[src/rtl/tri_dispatcher.sv]
// Triangle dispatcher: buffers incoming triangles in a small FIFO and issues
// them one at a time to a rasterizer, tracking per-frame triangle counts.
module tri_dispatcher #(
    parameter int XWIDTH    = 16,
    parameter int YWIDTH    = 16,
    parameter int ZWIDTH    = 16,
    parameter int N         = 3,
    parameter int DEPTH     = 4,
    parameter int CNT_WIDTH = 16
) (
    input  logic                   clk_in,
    input  logic                   rst_in,
    input  logic                   tri_valid_in,
    output logic                   tri_ready_out,
    input  logic [N*XWIDTH-1:0]    x_in,
    input  logic [N*YWIDTH-1:0]    y_in,
    input  logic [N*ZWIDTH-1:0]    z_in,
    input  logic                   tri_last_in,
    input  logic                   rast_ready_in,
    output logic                   rast_valid_out,
    output logic [N*XWIDTH-1:0]    rast_x_out,
    output logic [N*YWIDTH-1:0]    rast_y_out,
    output logic [N*ZWIDTH-1:0]    rast_z_out,
    output logic                   busy_out,
    output logic                   frame_done_out,
    output logic [CNT_WIDTH-1:0]   tri_count_out,
    output logic [CNT_WIDTH-1:0]   frame_tri_count_out
);

    localparam int AW = (DEPTH > 1) ? $clog2(DEPTH) : 1;
    localparam int XW = N * XWIDTH;
    localparam int YW = N * YWIDTH;
    localparam int ZW = N * ZWIDTH;
    localparam int EW = XW + YW + ZW + 1;
    localparam logic [AW:0] FULL_COUNT = (AW + 1)'(DEPTH);

    typedef enum logic [1:0] {IDLE, ISSUE, WAIT} state_t;

    state_t state_reg, state_next;

    logic [EW-1:0]        mem [DEPTH];
    logic [AW-1:0]        wr_ptr_reg, rd_ptr_reg;
    logic [AW:0]          count_reg;
    logic                 pending_last_reg;
    logic                 frame_done_reg;
    logic [CNT_WIDTH-1:0] tri_count_reg, frame_tri_count_reg;
    logic [XW-1:0]        rast_x_reg;
    logic [YW-1:0]        rast_y_reg;
    logic [ZW-1:0]        rast_z_reg;
    logic [EW-1:0]        head;

    logic push, pop, frame_end;

    // Ready comes from the registered occupancy only, so a full FIFO never
    // accepts even when the head is popped in the same cycle.
    assign tri_ready_out = (count_reg != FULL_COUNT);
    assign push          = tri_valid_in && tri_ready_out;
    assign frame_end     = (state_reg == WAIT) && rast_ready_in && pending_last_reg;
    assign head          = mem[rd_ptr_reg];

    always_comb begin
        state_next = state_reg;
        pop        = 1'b0;
        case (state_reg)
            IDLE: begin
                if ((count_reg != '0) && rast_ready_in) begin
                    pop        = 1'b1;
                    state_next = ISSUE;
                end
            end
            ISSUE:   state_next = WAIT;
            WAIT:    if (rast_ready_in) state_next = IDLE;
            default: state_next = IDLE;
        endcase
    end

    always_ff @(posedge clk_in) begin
        if (rst_in) state_reg <= IDLE;
        else        state_reg <= state_next;
    end

    // Storage has no reset so it can map onto block RAM; the read is
    // registered through the rast_* output registers below.
    always_ff @(posedge clk_in) begin
        if (push) mem[wr_ptr_reg] <= {x_in, y_in, z_in, tri_last_in};
    end

    always_ff @(posedge clk_in) begin
        if (rst_in) begin
            wr_ptr_reg <= '0;
            rd_ptr_reg <= '0;
            count_reg  <= '0;
        end else begin
            if (push) wr_ptr_reg <= wr_ptr_reg + 1'b1;
            if (pop)  rd_ptr_reg <= rd_ptr_reg + 1'b1;
            case ({push, pop})
                2'b10:   count_reg <= count_reg + 1'b1;
                2'b01:   count_reg <= count_reg - 1'b1;
                default: count_reg <= count_reg;
            endcase
        end
    end

    always_ff @(posedge clk_in) begin
        if (rst_in) begin
            rast_x_reg <= '0;
            rast_y_reg <= '0;
            rast_z_reg <= '0;
        end else if (pop) begin
            rast_x_reg <= head[EW-1 -: XW];
            rast_y_reg <= head[EW-1-XW -: YW];
            rast_z_reg <= head[ZW:1];
        end
    end

    // Pop and frame_end are mutually exclusive (IDLE vs WAIT), so the
    // counter never sees both in one cycle.
    always_ff @(posedge clk_in) begin
        if (rst_in) begin
            pending_last_reg    <= 1'b0;
            frame_done_reg      <= 1'b0;
            tri_count_reg       <= '0;
            frame_tri_count_reg <= '0;
        end else begin
            frame_done_reg <= frame_end;
            if (pop) begin
                tri_count_reg <= tri_count_reg + CNT_WIDTH'(1);
                if (head[0]) pending_last_reg <= 1'b1;
            end else if (frame_end) begin
                frame_tri_count_reg <= tri_count_reg;
                tri_count_reg       <= '0;
                pending_last_reg    <= 1'b0;
            end
        end
    end

    assign rast_valid_out      = (state_reg == ISSUE);
    assign rast_x_out          = rast_x_reg;
    assign rast_y_out          = rast_y_reg;
    assign rast_z_out          = rast_z_reg;
    assign busy_out            = (count_reg != '0) || (state_reg != IDLE);
    assign frame_done_out      = frame_done_reg;
    assign tri_count_out       = tri_count_reg;
    assign frame_tri_count_out = frame_tri_count_reg;

endmodule
[config.mk]
export PLATFORM = sky130hd
export DESIGN_NAME = tri_dispatcher
export DESIGN_NICKNAME = d
export VERILOG_FILES = /design/src/rtl/tri_dispatcher.sv
export SDC_FILE = /design/constraint.sdc
export NUM_CORES = 1
export LEC_CHECK = 0
export BUFFER_PORTS_ARGS = -buffer_cell sky130_fd_sc_hd__buf_2
export CAP_MARGIN = 30
export CORE_UTILIZATION = 55
export DETAILED_ROUTE_END_ITERATION = 6
export GPL_ROUTABILITY_DRIVEN = 0
export GPL_TIMING_DRIVEN = 0
export PLACE_DENSITY = 0.84
export SLEW_MARGIN = 20
export SYNTH_ARGS = -nofsm -noshare
export SYNTH_HDL_FRONTEND = slang
export SYNTH_SLANG_ARGS = --single-unit
[constraint.sdc]
create_clock -name clk_in -period 10.68 [get_ports clk_in]
set_input_delay 2.136 -clock clk_in [delete_from_list [all_inputs] [get_ports clk_in]]
set_output_delay 2.136 -clock clk_in [all_outputs]
set_load 0.02 [all_outputs]
# Word level (Yosys, flattened, before mapping)
# Memory sizes are Yosys's and may differ from the RTL's. A register that Yosys moved wholly into a read port is not among the register bits.
# Index checks and enable logic that the tools add are counted.
[word_totals] memories=1 mem_bits_rw=580 wordCells=54 ff_bits=187 in_bits=149 output_inout_bits=180
[memory_table] name="mem" depth=4 width=145 rd=1 rd_clocked_by_memory_dff=1 write_ports=1 line="41" text="logic [EW-1:0] mem [DEPTH];"
[classes] reduce_logical=13 muxes=15 bitwise=1 eq_ne=8 add_sub_neg=5
[op_table] op="$mux 16" count=2
[op_table] op="$add 16x1->16 const B" count=1
[op_table] op="$mux 2" count=4
[op_table] op="$mux 1" count=7
[op_table] op="$ne 2x2->1 const B" count=3
[op_table] op="$pmux 2 s3" count=1
[op_table] op="$pmux 3 s2" count=1
[op_table] op="$reduce_and 2->1" count=3
[op_table] op="$reduce_bool 2->1" count=3
[op_table] op="$add 2x1->2 const B" count=2
[op_table] op="$eq 2x1->1 const B" count=2
[op_table] op="$eq 2x2->1 const B" count=2
[op_table] op="$logic_and 1x1->1" count=4
[op_table] op="$add 3x1->3 const B" count=1
[op_table] op="$ne 3x3->1 const B" count=1
[op_table] op="$reduce_bool 3->1" count=1
[op_table] op="$sub 3x1->3 const B" count=1
[op_table] op="$logic_not 2->1" count=1
[op_table] op="$logic_or 1x1->1" count=1
[op_table] op="$not 1->1" count=1

# Logic depth before layout (Yosys ltp)
[depth] depth_word=6 ltp_mapped=12 depth_no_buf=9

# Worst setup path before layout
# OpenSTA, ideal clock, no wires.
[synth_timing] path_type="input to register" start="input port tri_valid_in" end="memory mem[0][0] (netlist name) (enable)" n_path_buf=0 setup_ns=0.523 slack_ns=4.658 arrival_time_ns=5.499 stages=1 cell_sequence="and3_1"
[synth_via] elab_chain_len=3
[synth_rtl] item="start: declaration" line="13" text="input logic tri_valid_in,"
[synth_rtl] item="$logic_and 1x1->1" line="57" text="assign push = tri_valid_in && tri_ready_out;"
[synth_rtl] item="$mux 1" line="85" text="if (push) mem[wr_ptr_reg] <= {x_in, y_in, z_in, tri_last_in};"
[synth_rtl] item="$mux 1 (implied by the code)" line="85"
[synth_rtl] item="end: declaration" line="41"
# Every way passes these cells.

# Worst setup path in the final report
[layout_timing] start="input port rast_ready_in" end="register count_reg[2]"
[layout_via] elab_chain_len=5 word_cells_on_any_way=7 classes_between="eq/ne: 2; mux: 3; reduce/logical: 2"
[layout_rtl] item="start: declaration" line="19" text="input logic rast_ready_in,"
[layout_rtl] item="$logic_and 1x1->1 (*)" line="66" text="if ((count_reg != '0) && rast_ready_in) begin"
[layout_rtl] item="$mux 1 (*)" line="66"
[layout_rtl] item="$mux 1 (*)" line="64" text="case (state_reg)"
[layout_rtl] item="via pop" line="52" text="logic push, pop, frame_end;"
[layout_rtl] item="$eq 2x1->1 / $eq 2x2->1 (equally long branches)" line="96" text="case ({push, pop})"
[layout_rtl] item="$pmux 3 s2 / $reduce_bool 2->1 (equally long branches)"
[layout_rtl] item="end signal: assignment" line="97" text="2'b10: count_reg <= count_reg + 1'b1;"
[layout_rtl] item="end signal: assignment" line="98" text="2'b01: count_reg <= count_reg - 1'b1;"
[layout_rtl] item="end signal: assignment" line="99" text="default: count_reg <= count_reg;"
[layout_rtl] item="end: declaration" line="43" text="logic [AW:0] count_reg;"
# Mark *: on every way through the listed nets, which the timed path passes. The rest lies on a longest branch.
# A chain may end at the register's enable or synchronous reset.

==> flow_summary.json <==
{
  "outcome": "finished clean",
  "globalRoute.busiestLayer": "met2",
  "dieWidth_um": 226,
  "first_global_vias": 16169,
  "p_per_area_mw_per_mm2": 253,
  "layout.filler_cells": 3162,
  "vias_per_cell": 5.70,
  "grt_first_pass_wirelength_um": 93400,
  "worst_pin_slew_ns": 0.965,
  "fp.dieArea_mm2": 0.0512,
  "drt_first_pass_iters": 7,
  "largest_reg_flops": 580,
  "vias": 15821,
  "maximum_number_of_pins_on_one_net_before_global_route_repair": 47,
  "worst_setup_path_end_kind": "flip-flop",
  "met1_usage_pct": 30.0,
  "row_count": 81,
  "routedWlPerCell_um": 23.0,
  "area_growth_syn_to_layout_pct": 19.9,
  "synthesis.yosys.warnings": 0,
  "cts-hold-fix-buffers": 0,
  "min-delay-path-class": "reg -> reg",
  "root_buffer": "sky130_fd_sc_hd__clkbuf_16",
  "cell_type_of_the_slowest_stage_on_the_worst_timing_path": "sky130_fd_sc_hd__clkbuf_1",
  "power.share.sequential_pct": 44.9,
  "fin_crit_sh_pct": 43.0,
  "crit_chain": "buf_2 -> or3b_1 -> buf_2 -> or2_1 -> clkbuf_1 -> inv_2 -> clkbuf_1 -> ha_1 -> inv_1 -> fa_1 -> xor2_1 -> or3_1 -> a21oi_1",
  "numPortBuffers": 327,
  "multiInputGateArea_mm2": 0.00607,
  "fin_tns_setup_ns": 0,
  "drt_iter0_drc": 1312,
  "postSynthNetCount": 1765,
  "report.final.slew_viol_count": 0,
  "max_clock_freq_mhz": 218,
  "slew-limit-headroom_pct": 35.7,
  "clock_latency_ns": 0.61,
  "grt_use_met2_pct": 42.5,
  "internal-power_mw": 5.98,
  "finalWorstPathRequiredPeriod_ns": 4.60,
  "cpPeakStageDelay_ns": 0.49,
  "seq_area_mm2": 0.0212,
  "setup_viol": 0,
  "layout.cells.most_common_list": "sky130_fd_sc_hd__edfxtp_1, sky130_fd_sc_hd__buf_2, sky130_fd_sc_hd__nand2_1",
  "finish.net_count": 2189,
  "dominantRegCellSynth": "sky130_fd_sc_hd__edfxtp_1",
  "maximum_fanout_along_the_worst_path": 10,
  "synth_top_cell_area_share_pct": 63.0,
  "crit_path_start_kind": "input pin",
  "combined_area_of_all_synthesized_cells_mm2": 0.0277,
  "worstSetupPathType": "in -> reg",
  "finish.instance_area_mm2": 0.0332,
  "synth_top_area_cell": "sky130_fd_sc_hd__edfxtp_1",
  "combinationalPowerShare_pct": 22.8,
  "track_usage_pct": 25.0,
  "yosys_register_bits": 769,
  "setup_slack_ns": 6.08,
  "most_common_library_cell_in_the_layout_ignoring_fill_and_taps": "sky130_fd_sc_hd__edfxtp_1",
  "dpl-instance-area_mm2": 0.0305,
  "remaining_drc_errors": 0,
  "vdd.ir_drop.worst_v": 0.000168,
  "number_of_enable_flip_flop_cells_after_synthesis": 580,
  "p_sw_share_pct": 28.6,
  "yosys.cell_types.count": 40,
  "timing.critical_path.required_ns": 11.20,
  "fin_worst_skew_ns": 0.0208,
  "hpwlAfterDp_um": 40700,
  "regMostFlops": "mem",
  "grt_setup_unrepaired": "no",
  "ant_nets": 0,
  "synth_top_cells_by_area": "sky130_fd_sc_hd__edfxtp_1, sky130_fd_sc_hd__dfxtp_1, sky130_fd_sc_hd__mux4_2, sky130_fd_sc_hd__nand2_1, sky130_fd_sc_hd__a21oi_1",
  "syn-instance-count": 1609,
  "cts_buffer_depth": 3,
  "critPathArrivalTime_ns": 5.12,
  "post_synthesis_async_set_or_reset_flop_share_pct": 0,
  "post_cts_resize_count": 0,
  "gr-total-overflow": 0,
  "drv.max_cap_violation_count": 0,
  "gr-usage-met3_pct": 6.99,
  "h_tree_level_count": 3,
  "cts_post_setup_buffers_inserted": 0,
  "mean_area_per_synthesized_cell_um2": 17.2,
  "tritoncts_clock_tree": "done",
  "hold_viol_final": 0,
  "share_clk_of_total_power_pct": 32.3,
  "grt_antenna_before_repair": 28,
  "num_io_pins": 329,
  "clkTransAtPathRegs_ns": 0.06,
  "synth.yosys.seq_area_share_pct": 76.7,
  "placement.setup.worst_slack_ns": 5.43,
  "floorplan.core_area_mm2": 0.0493,
  "power.static_leakage_nw": 11.5,
  "numCtsBuffers": 75,
  "floorplan.die.height_um": 226,
  "wirelength_um": 63900,
  "p_sw_mw": 2.39,
  "drive_gt1_share_pct": 30.6,
  "cts.sink_count": 769,
  "initial_utilization_pct": 56.1
}
kinds of logic (layout without fill, tap and decap cells):
family	count (synthesis)	in the layout	synth area share [%]
adders and majority gates	7	7	0.344
and+or+nand+nor	399	399	5.96
other	0	18	0
muxes	151	151	12.1
xor gates and xnor gates	10	10	0.317
buffers and inverters	100	587	1.47
DFF	769	769	76.7
AOI/OAI and AO/OA	173	173	3.19
power by group through the flow:
stage / Sequential, mW / Clock [mW] / Combinational, mW
after global placement: 3.85 / 0 / 1.79
final: 3.76 / 2.70 / 1.91
after floorplan: 4.00 / 0 / 1.06
after CTS: 3.76 / 2.74 / 1.91
after detailed placement: 3.81 / 0 / 1.89
after global routing: 3.79 / 2.84 / 2.06
Yosys cell counts, drive strengths merged, types with 3 or more instances:
library cell and count:
and2 3, mux2 6, nor2 29, dfxtp 189, mux4 145, edfxtp 580
nand2 325, nand3 3, and4 3, nor3 3, nor3b 10, and3 5
buf 36, xnor2 8, inv 7, a21oi 167, clkbuf 57, ha 6
nand4 3
critical path: cells and delay by family:
family | cells | cell delay (ns)
AO/OA/AOI/OAI | 1 | 0.16
buffers and inverters | 6 | 1.10
adder cells (fa/ha/maj) | 2 | 0.68
AND/OR/NAND/NOR | 3 | 0.86
XOR/XNOR | 1 | 0.17
metrics by stage:
stage	cells	power (mW)	utilization, %	hold WS, ns
after global placement	2600	5.65	61.2	0.439
after CTS	2755	8.41	67.1	0.453
final	2778	8.37	67.3	0.452
after global routing	2774	8.69	67.3	0.466
after detailed placement	2615	5.71	61.9	0.445
after floorplan	1609	5.06	-	0.451
path summary, 6_finish.rpt:
| check | startpoint | to | slack [ns] | cells past startpoint |
|---|---|---|---|---|
| min | frame_tri_count_out[9] | frame_tri_count_out[9] | 0.45 | 2 |
| max reg2reg | state_reg[1] | count_reg[2] | 7.35 | 12 |
| max | rast_ready_in | count_reg[2] | 6.08 | 13 |
| min reg2reg | frame_tri_count_out[9] | frame_tri_count_out[9] | 0.45 | 2 |
metal layers:
layer | wire length (um) | share of wire (%) | vias up
li1 | - | - | 6987
met1 | 23500 | 37 | 7983
met2 | 32800 | 51 | 674
met3 | 5130 | 8.0 | 157
met4 | 2250 | 3.5 | 20
met5 | 107 | 0.17 | -
final cells by class:
| class | instances | area share, % |
|---|---|---|
| well taps | 664 | 2.51 |
| repair buffers | 347 | 6.17 |
| clock inverters | 34 | 1.30 |
| diodes | 18 | 0.136 |
| clock buffers | 106 | 6.41 |
| flip-flops and latches | 769 | 64.0 |
| plain buffers | 93 | 1.15 |
| inverters | 7 | 0.0793 |
| multi-input cells | 740 | 18.3 |
(Power assumes the default switching activity.)
